[src/rtl/var_accum_pkg.sv]
// Shared defaults, derived widths and FSM encoding for the block variance accumulator.
package norm_pkg;

  localparam int DW_DEF    = 8;
  localparam int LOG2N_DEF = 4;
  localparam int SUM_W     = DW_DEF + LOG2N_DEF;
  localparam int SQ_W      = 2 * DW_DEF + LOG2N_DEF;
  localparam int PROD_W    = 2 * SUM_W;
  localparam int VAR_W     = 16;

  typedef enum logic [1:0] {
    ACC  = 2'd0,
    SQ   = 2'd1,
    CALC = 2'd2,
    OUT  = 2'd3
  } state_t;

endpackage

[src/rtl/var_accum_if.sv]
// Sample-in / result-out handshake bundle; the accumulator sits on the slave side.
interface var_accum_if
  import norm_pkg::*;
#(
  parameter int DW = DW_DEF
);

  logic             in_valid;
  logic [DW-1:0]    in_data;
  logic             in_ready;
  logic             var_valid;
  logic             var_ready;
  logic [VAR_W-1:0] var_out;
  logic [DW-1:0]    mean_out;

  modport master (
    output in_valid, in_data, var_ready,
    input  in_ready, var_valid, var_out, mean_out
  );

  modport slave (
    input  in_valid, in_data, var_ready,
    output in_ready, var_valid, var_out, mean_out
  );

endinterface

[src/rtl/var_accum_seq_mult.sv]
// Shift-add multiplier: the start edge performs the first partial product,
// then W-1 more edges follow; done is high for the cycle after the last step.
module seq_mult #(
  parameter int W = 12
) (
  input  logic           clk,
  input  logic           reset,
  input  logic           start,
  input  logic [W-1:0]   op_a,
  input  logic [W-1:0]   op_b,
  output logic           done,
  output logic [2*W-1:0] product
);

  localparam int CW = $clog2(W + 1);

  logic [2*W-1:0] mcand_r;
  logic [2*W-1:0] acc_r;
  logic [W-1:0]   mplier_r;
  logic [CW-1:0]  step_r;
  logic           busy_r;
  logic           done_r;
  logic [2*W-1:0] a_ext_s;

  assign a_ext_s = {{W{1'b0}}, op_a};
  assign done    = done_r;
  assign product = acc_r;

  // load-and-first-step on start, then one partial product per cycle
  always_ff @(posedge clk) begin
    if (reset) begin
      mcand_r  <= '0;
      acc_r    <= '0;
      mplier_r <= '0;
      step_r   <= '0;
      busy_r   <= 1'b0;
      done_r   <= 1'b0;
    end else if (start) begin
      acc_r    <= op_b[0] ? a_ext_s : '0;
      mcand_r  <= a_ext_s << 1;
      mplier_r <= op_b >> 1;
      step_r   <= CW'(1);
      busy_r   <= 1'b1;
      done_r   <= 1'b0;
    end else if (busy_r) begin
      if (mplier_r[0]) begin
        acc_r <= acc_r + mcand_r;
      end
      mcand_r  <= mcand_r << 1;
      mplier_r <= mplier_r >> 1;
      step_r   <= step_r + CW'(1);
      if (step_r == CW'(W - 1)) begin
        busy_r <= 1'b0;
        done_r <= 1'b1;
      end
    end else begin
      done_r <= 1'b0;
    end
  end

endmodule

[src/rtl/var_accum.sv]
// Accumulates blocks of 2^LOG2N unsigned samples and reports the population
// variance and mean of each block through a valid/ready result handshake.
module var_accum
  import norm_pkg::*;
#(
  parameter int DW    = DW_DEF,
  parameter int LOG2N = LOG2N_DEF
) (
  input logic        clk,
  input logic        reset,
  var_accum_if.slave bus
);

  localparam int SW = DW + LOG2N;
  localparam int QW = 2 * DW + LOG2N;
  localparam int PW = 2 * SW;

  state_t           state_r;
  logic [SW-1:0]    sum_r;
  logic [QW-1:0]    sumsq_r;
  logic [LOG2N-1:0] cnt_r;
  logic             in_ready_r;
  logic             var_valid_r;
  logic [VAR_W-1:0] var_out_r;
  logic [DW-1:0]    mean_out_r;

  logic             accept_s;
  logic             last_s;
  logic             mult_start_s;
  logic             mult_done_s;
  logic [2*DW-1:0]  x_sq_s;
  logic [SW-1:0]    sum_next_s;
  logic [QW-1:0]    sumsq_next_s;
  logic [PW-1:0]    sum_sq_s;
  logic [PW-1:0]    diff_s;
  logic [VAR_W-1:0] var_calc_s;
  logic [DW-1:0]    mean_calc_s;

  // next accumulator values and the CALC arithmetic
  always_comb begin
    accept_s     = in_ready_r && bus.in_valid;
    last_s       = (cnt_r == {LOG2N{1'b1}});
    mult_start_s = accept_s && last_s;
    x_sq_s       = bus.in_data * bus.in_data;
    sum_next_s   = sum_r + SW'(bus.in_data);
    sumsq_next_s = sumsq_r + QW'(x_sq_s);
    // N*sumsq >= sum^2 always holds, so the subtraction cannot wrap
    diff_s       = (PW'(sumsq_r) << LOG2N) - sum_sq_s;
    var_calc_s   = VAR_W'(diff_s >> (2 * LOG2N));
    mean_calc_s  = sum_r[SW-1:LOG2N];
  end

  // the squarer is fed the final sum on the same edge that accepts the last sample
  seq_mult #(
    .W (SW)
  ) u_sq (
    .clk     (clk),
    .reset   (reset),
    .start   (mult_start_s),
    .op_a    (sum_next_s),
    .op_b    (sum_next_s),
    .done    (mult_done_s),
    .product (sum_sq_s)
  );

  // block FSM with registered handshake and result outputs
  always_ff @(posedge clk) begin
    if (reset) begin
      state_r     <= ACC;
      sum_r       <= '0;
      sumsq_r     <= '0;
      cnt_r       <= '0;
      in_ready_r  <= 1'b1;
      var_valid_r <= 1'b0;
      var_out_r   <= '0;
      mean_out_r  <= '0;
    end else begin
      case (state_r)
        ACC: begin
          if (accept_s) begin
            sum_r   <= sum_next_s;
            sumsq_r <= sumsq_next_s;
            cnt_r   <= cnt_r + {{(LOG2N-1){1'b0}}, 1'b1};
            if (last_s) begin
              state_r    <= SQ;
              in_ready_r <= 1'b0;
            end
          end
        end
        SQ: begin
          if (mult_done_s) begin
            state_r <= CALC;
          end
        end
        CALC: begin
          var_out_r   <= var_calc_s;
          mean_out_r  <= mean_calc_s;
          var_valid_r <= 1'b1;
          state_r     <= OUT;
        end
        OUT: begin
          if (bus.var_ready) begin
            var_valid_r <= 1'b0;
            sum_r       <= '0;
            sumsq_r     <= '0;
            cnt_r       <= '0;
            in_ready_r  <= 1'b1;
            state_r     <= ACC;
          end
        end
        default: begin
          state_r     <= ACC;
          in_ready_r  <= 1'b1;
          var_valid_r <= 1'b0;
        end
      endcase
    end
  end

  assign bus.in_ready  = in_ready_r;
  assign bus.var_valid = var_valid_r;
  assign bus.var_out   = var_out_r;
  assign bus.mean_out  = mean_out_r;

endmodule

[src/flat_wrapper.sv]
// flat-port wrapper written by rule: the top's interface ports become plain ports
module var_accum_flat import norm_pkg::*;
#(
  parameter int DW    = DW_DEF,
  parameter int LOG2N = LOG2N_DEF
)
  (clk, reset, bus_in_valid, bus_in_data, bus_var_ready, bus_in_ready, bus_var_valid, bus_var_out, bus_mean_out);
  var_accum_if #(.DW(DW)) bus_i ();
  input logic clk;
  input logic reset;
  input wire logic [$bits(bus_i.in_valid)-1:0] bus_in_valid;
  input wire logic [$bits(bus_i.in_data)-1:0] bus_in_data;
  input wire logic [$bits(bus_i.var_ready)-1:0] bus_var_ready;
  output wire logic [$bits(bus_i.in_ready)-1:0] bus_in_ready;
  output wire logic [$bits(bus_i.var_valid)-1:0] bus_var_valid;
  output wire logic [$bits(bus_i.var_out)-1:0] bus_var_out;
  output wire logic [$bits(bus_i.mean_out)-1:0] bus_mean_out;
  assign bus_i.in_valid = bus_in_valid;
  assign bus_i.in_data = bus_in_data;
  assign bus_i.var_ready = bus_var_ready;
  assign bus_in_ready = bus_i.in_ready;
  assign bus_var_valid = bus_i.var_valid;
  assign bus_var_out = bus_i.var_out;
  assign bus_mean_out = bus_i.mean_out;
  var_accum #(.DW(DW), .LOG2N(LOG2N)) u_core (.clk(clk), .reset(reset), .bus(bus_i));
endmodule
[config.mk]
export PLATFORM = sky130hd
export DESIGN_NAME = var_accum_flat
export DESIGN_NICKNAME = d
export VERILOG_FILES = /design/src/rtl/var_accum_pkg.sv /design/src/rtl/var_accum_if.sv /design/src/rtl/var_accum_seq_mult.sv /design/src/rtl/var_accum.sv /design/src/flat_wrapper.sv
export SDC_FILE = /design/constraint.sdc
export NUM_CORES = 1
export LEC_CHECK = 0
export ABC_AREA = 1
export CORE_ASPECT_RATIO = 0.5
export CORE_UTILIZATION = 50
export DETAILED_ROUTE_END_ITERATION = 12
export PLACE_DENSITY = 0.73
export SKIP_CTS_REPAIR_TIMING = 1
export SLEW_MARGIN = 0
export SYNTH_ARGS = -nofsm -noshare
export SYNTH_HDL_FRONTEND = slang
export SYNTH_SLANG_ARGS = --single-unit
[constraint.sdc]
create_clock -name clk -period 8.1 [get_ports clk]
set_input_delay 1.62 -clock clk [delete_from_list [all_inputs] [get_ports clk]]
set_output_delay 1.62 -clock clk [all_outputs]
set_load 0.005 [all_outputs]
==> impl_results.md <==
* Tcrit/Tclk final at a little over two thirds
* Most used DFF post-synth: dfxtp_1
* Final WL at 27.7 mm
* Syn Std Cell Area at 10700 sq um
* Vias per Instance at 5.15
* WP data arrival at 6050 ps
* Area share of the largest cell type after synthesis at 23.9%
* Row count at 37
* Syn Area/Cell at approximately 6.4 sq um
* HPWL Detailed at 21.3 mm
* Post-Syn Nets at 1823
* Core area at 20800 sq um
* Async set or reset register ratio after synthesis at 0%
* Pre-CTS setup slack at 1940 ps
* IO Pins at 38
* Ys Warns at 0
* Largest net degree at the start of global routing at 84
* H-tree Lvls at 4
* Seq/Total Area, Yosys at 23.9%
* Via count at 10183
* Critical path type: in2reg
* Most common library cells after synthesis: nand2_1 (505), inv_1 (305), nor2_1 (139)
* CP max-delay cell: clkdlybuf4s50_1
* CTS tree: done
* Reg-to-reg setup timing slack at 4080 ps
* Layout cell share with drive strength beyond 1 at roughly 3.7%
* Synth-to-layout area growth at 10.6%
* Worst R2R Path Depth at 17
* Hold path cells at 2
* Routability cong. at 0.949
* Synth Area in Simple Gates at 30.9%
* Max-slew headroom at 33.9%
* Routed len/inst at 14.0 um
* Setup TNS at 0 ps
* Worst-skew pair later-pin latency at 430 ps
* Final worst slack at 2370 ps
* Full die area at 22100 sq um
* Crit end category: flip-flop
* GR Overflow Total at 0
* HP Class: reg2reg
* Die height at 106 um
* CP max stage delay at 740 ps
* Post-layout util at 57.1%
* Layout Cells excl Fill at approximately 2000
* CP Launch Type: input pin
* Synth Area in XOR/XNOR at 1.96%
* Adder-cell share of the synthesized area at 18.9%
* Initial antenna violation count at 0
* Layout Nets at 1842
* Vias in the first global route at between 9000 and 10000
* Max Slew Vio Count at 0
* Yosys cell types at 44
* Least-Margin Pin Slew at 992 ps
* Crit-path cells: clkdlybuf4s50_1 -> nand2_1 -> xor2_1 -> ha_1 -> o21bai_1 -> fa_1 -> fa_1 -> inv_1 -> fa_1 -> inv_1 -> ha_1 -> a21oi_1 -> inv_1 -> nor2_1 -> nand2_1 -> nand2_1 -> nand4_1 -> a21oi_1 -> nor2_1
* Min cycle time layout at 5730 ps
* Most instantiated library cell after synthesis: nand2_1
* Final Skew at around 12 ps
* Max Fclk at 0.175 GHz
* Max-cap violations at 0
* Gate Count Post-Synth at 1672
* Compound-cell area share of the yosys netlist at 11.6%
* Status: completed
* First-pass GRT wire length at 46.3 mm
* Worst-path clk slew at 60 ps
* Worst-case clock buffer depth at 2
* Worst IR Drop VDD at 0.179 mV
* P_leak at 6.14 nW
* Unrepaired setup endpoints after global routing: false
* Ant diodes at 0
* CTS sink cnt at around 130
* Initial Util at between 50 and 60%
* Largest family of logic cells by synthesized area: simple AND/OR/NAND/NOR gates
* Yosys reg bits at 128
* Worst hold margin at 469 ps
* Final setup viols at 0
* Power per cell area at 307 nW/um^2
* CP required at 8420 ps
* Starting DRT DRC Count at 822
* Antenna Nets Post-Route at 0
* TritonRoute pass-1 iters at 5
* Clock buffer count from CTS at 17
* DRC Markers at 0
* Post-synth EDFFs at 0
* Placed instance count at 1945
* Total GRT Usage at 26.4%
* Final Hold Viols at 0
* Root Buffer: clkbuf_16
* Area leader, netlist: dfxtp_1
* Top cells by area, synth: dfxtp_1 (24%), nand2_1 (18%), ha_1 (12%)
* # port buffers at 37
* Critical path fanouts, max at 10
* Multiplexer area fraction after synthesis at 0.0933%
* Chip Width at ~210 um
[final timing paths]
| check | from | end |
|---|---|---|
| worst max-delay path | bus_in_data[6] | u_core.sumsq_r[18] |
| worst min-delay path | u_core.u_sq.step_r[2] | u_core.u_sq.step_r[2] |
| worst max register to register | u_core.sumsq_r[7] | u_core.sumsq_r[18] |
| worst min register to register | u_core.u_sq.step_r[2] | u_core.u_sq.step_r[2] |
[cell usage in the layout (no fill, tap or decap), types with 7 or more instances in the layout]
cell type        synthesis  routed
nand4_1                 13      13
nand3_1                 96      96
o21ai_0                 57      57
nor2_1                 139     139
ha_1                   100     100
clkbuf_16                0      17
a21oi_2                  7       7
a31oi_1                 18      18
inv_1                  305     305
fa_1                    39      39
nand3b_1                12      12
dfxtp_1                128     128
a21oi_1                125     125
nand2_1                505     505
xor2_1                  19      19
nor3_1                  13      13
clkdlybuf4s50_1          0      36
[critical path: cells and delay by family]
family,cells,cell delay [ps]
adder cells (fa/ha/maj),5,2110
XOR/XNOR,1,220
AO/OA/AOI/OAI,3,530
AND/OR/NAND/NOR,6,680
buffers and inverters,4,890
[routing by layer]
layer	part of all wire, %	GRT usage [%]	up-vias
met2	42	41.2	258
met5	0	0	-
met3	7.4	6.32	30
met4	1.5	6.30	0
met1	49	36.5	4624
li1	-	-	5271
[power by group]
group	total [mW]	internal (mW)	switching [mW]	leakage [nW]
Sequential	0.821	0.733	0.0886	1.04
Clock	0.780	0.489	0.291	0.287
Combinational	2.04	0.739	1.30	4.81
[through the flow]
stage                     area [sq um]  total power, mW
after global placement           11300             2.82
after detailed placement         11300             2.84
final                            11900             3.64
after CTS                        11900             3.63
after floorplan                  10700             2.33
after global routing             11900             3.99
[sequential cells by signal (all words and copies together), names as in the netlist, 2 cells and up]
signal	cells
u_core.u_sq.step_r	4
u_core.sumsq_r	20
u_core.state_r	2
u_core.bus.var_out	16
u_core.u_sq.product	24
u_core.sum_r	12
u_core.u_sq.mcand_r	23
u_core.cnt_r	4
u_core.bus.mean_out	8
u_core.u_sq.mplier_r	11
[logic make-up after synthesis]
logic type      count (synthesis)
fa+ha+maj                     139
buf+inv                       350
flops                         128
mux                             1
xor+xnor                       24
simple gates                  800
compound gates                230
[layout make-up]
type | instances | area (sq um)
clock buffers | 21 | 450
repair buffers | 41 | 395
flip-flops and latches | 128 | 2560
clock inverters | 11 | 139
fillers | 2045 | 8920
well taps | 273 | 342
multi-input cells | 1194 | 6810
inverters | 309 | 1160
No activity file was read; power rests on OpenSTA's default activity.
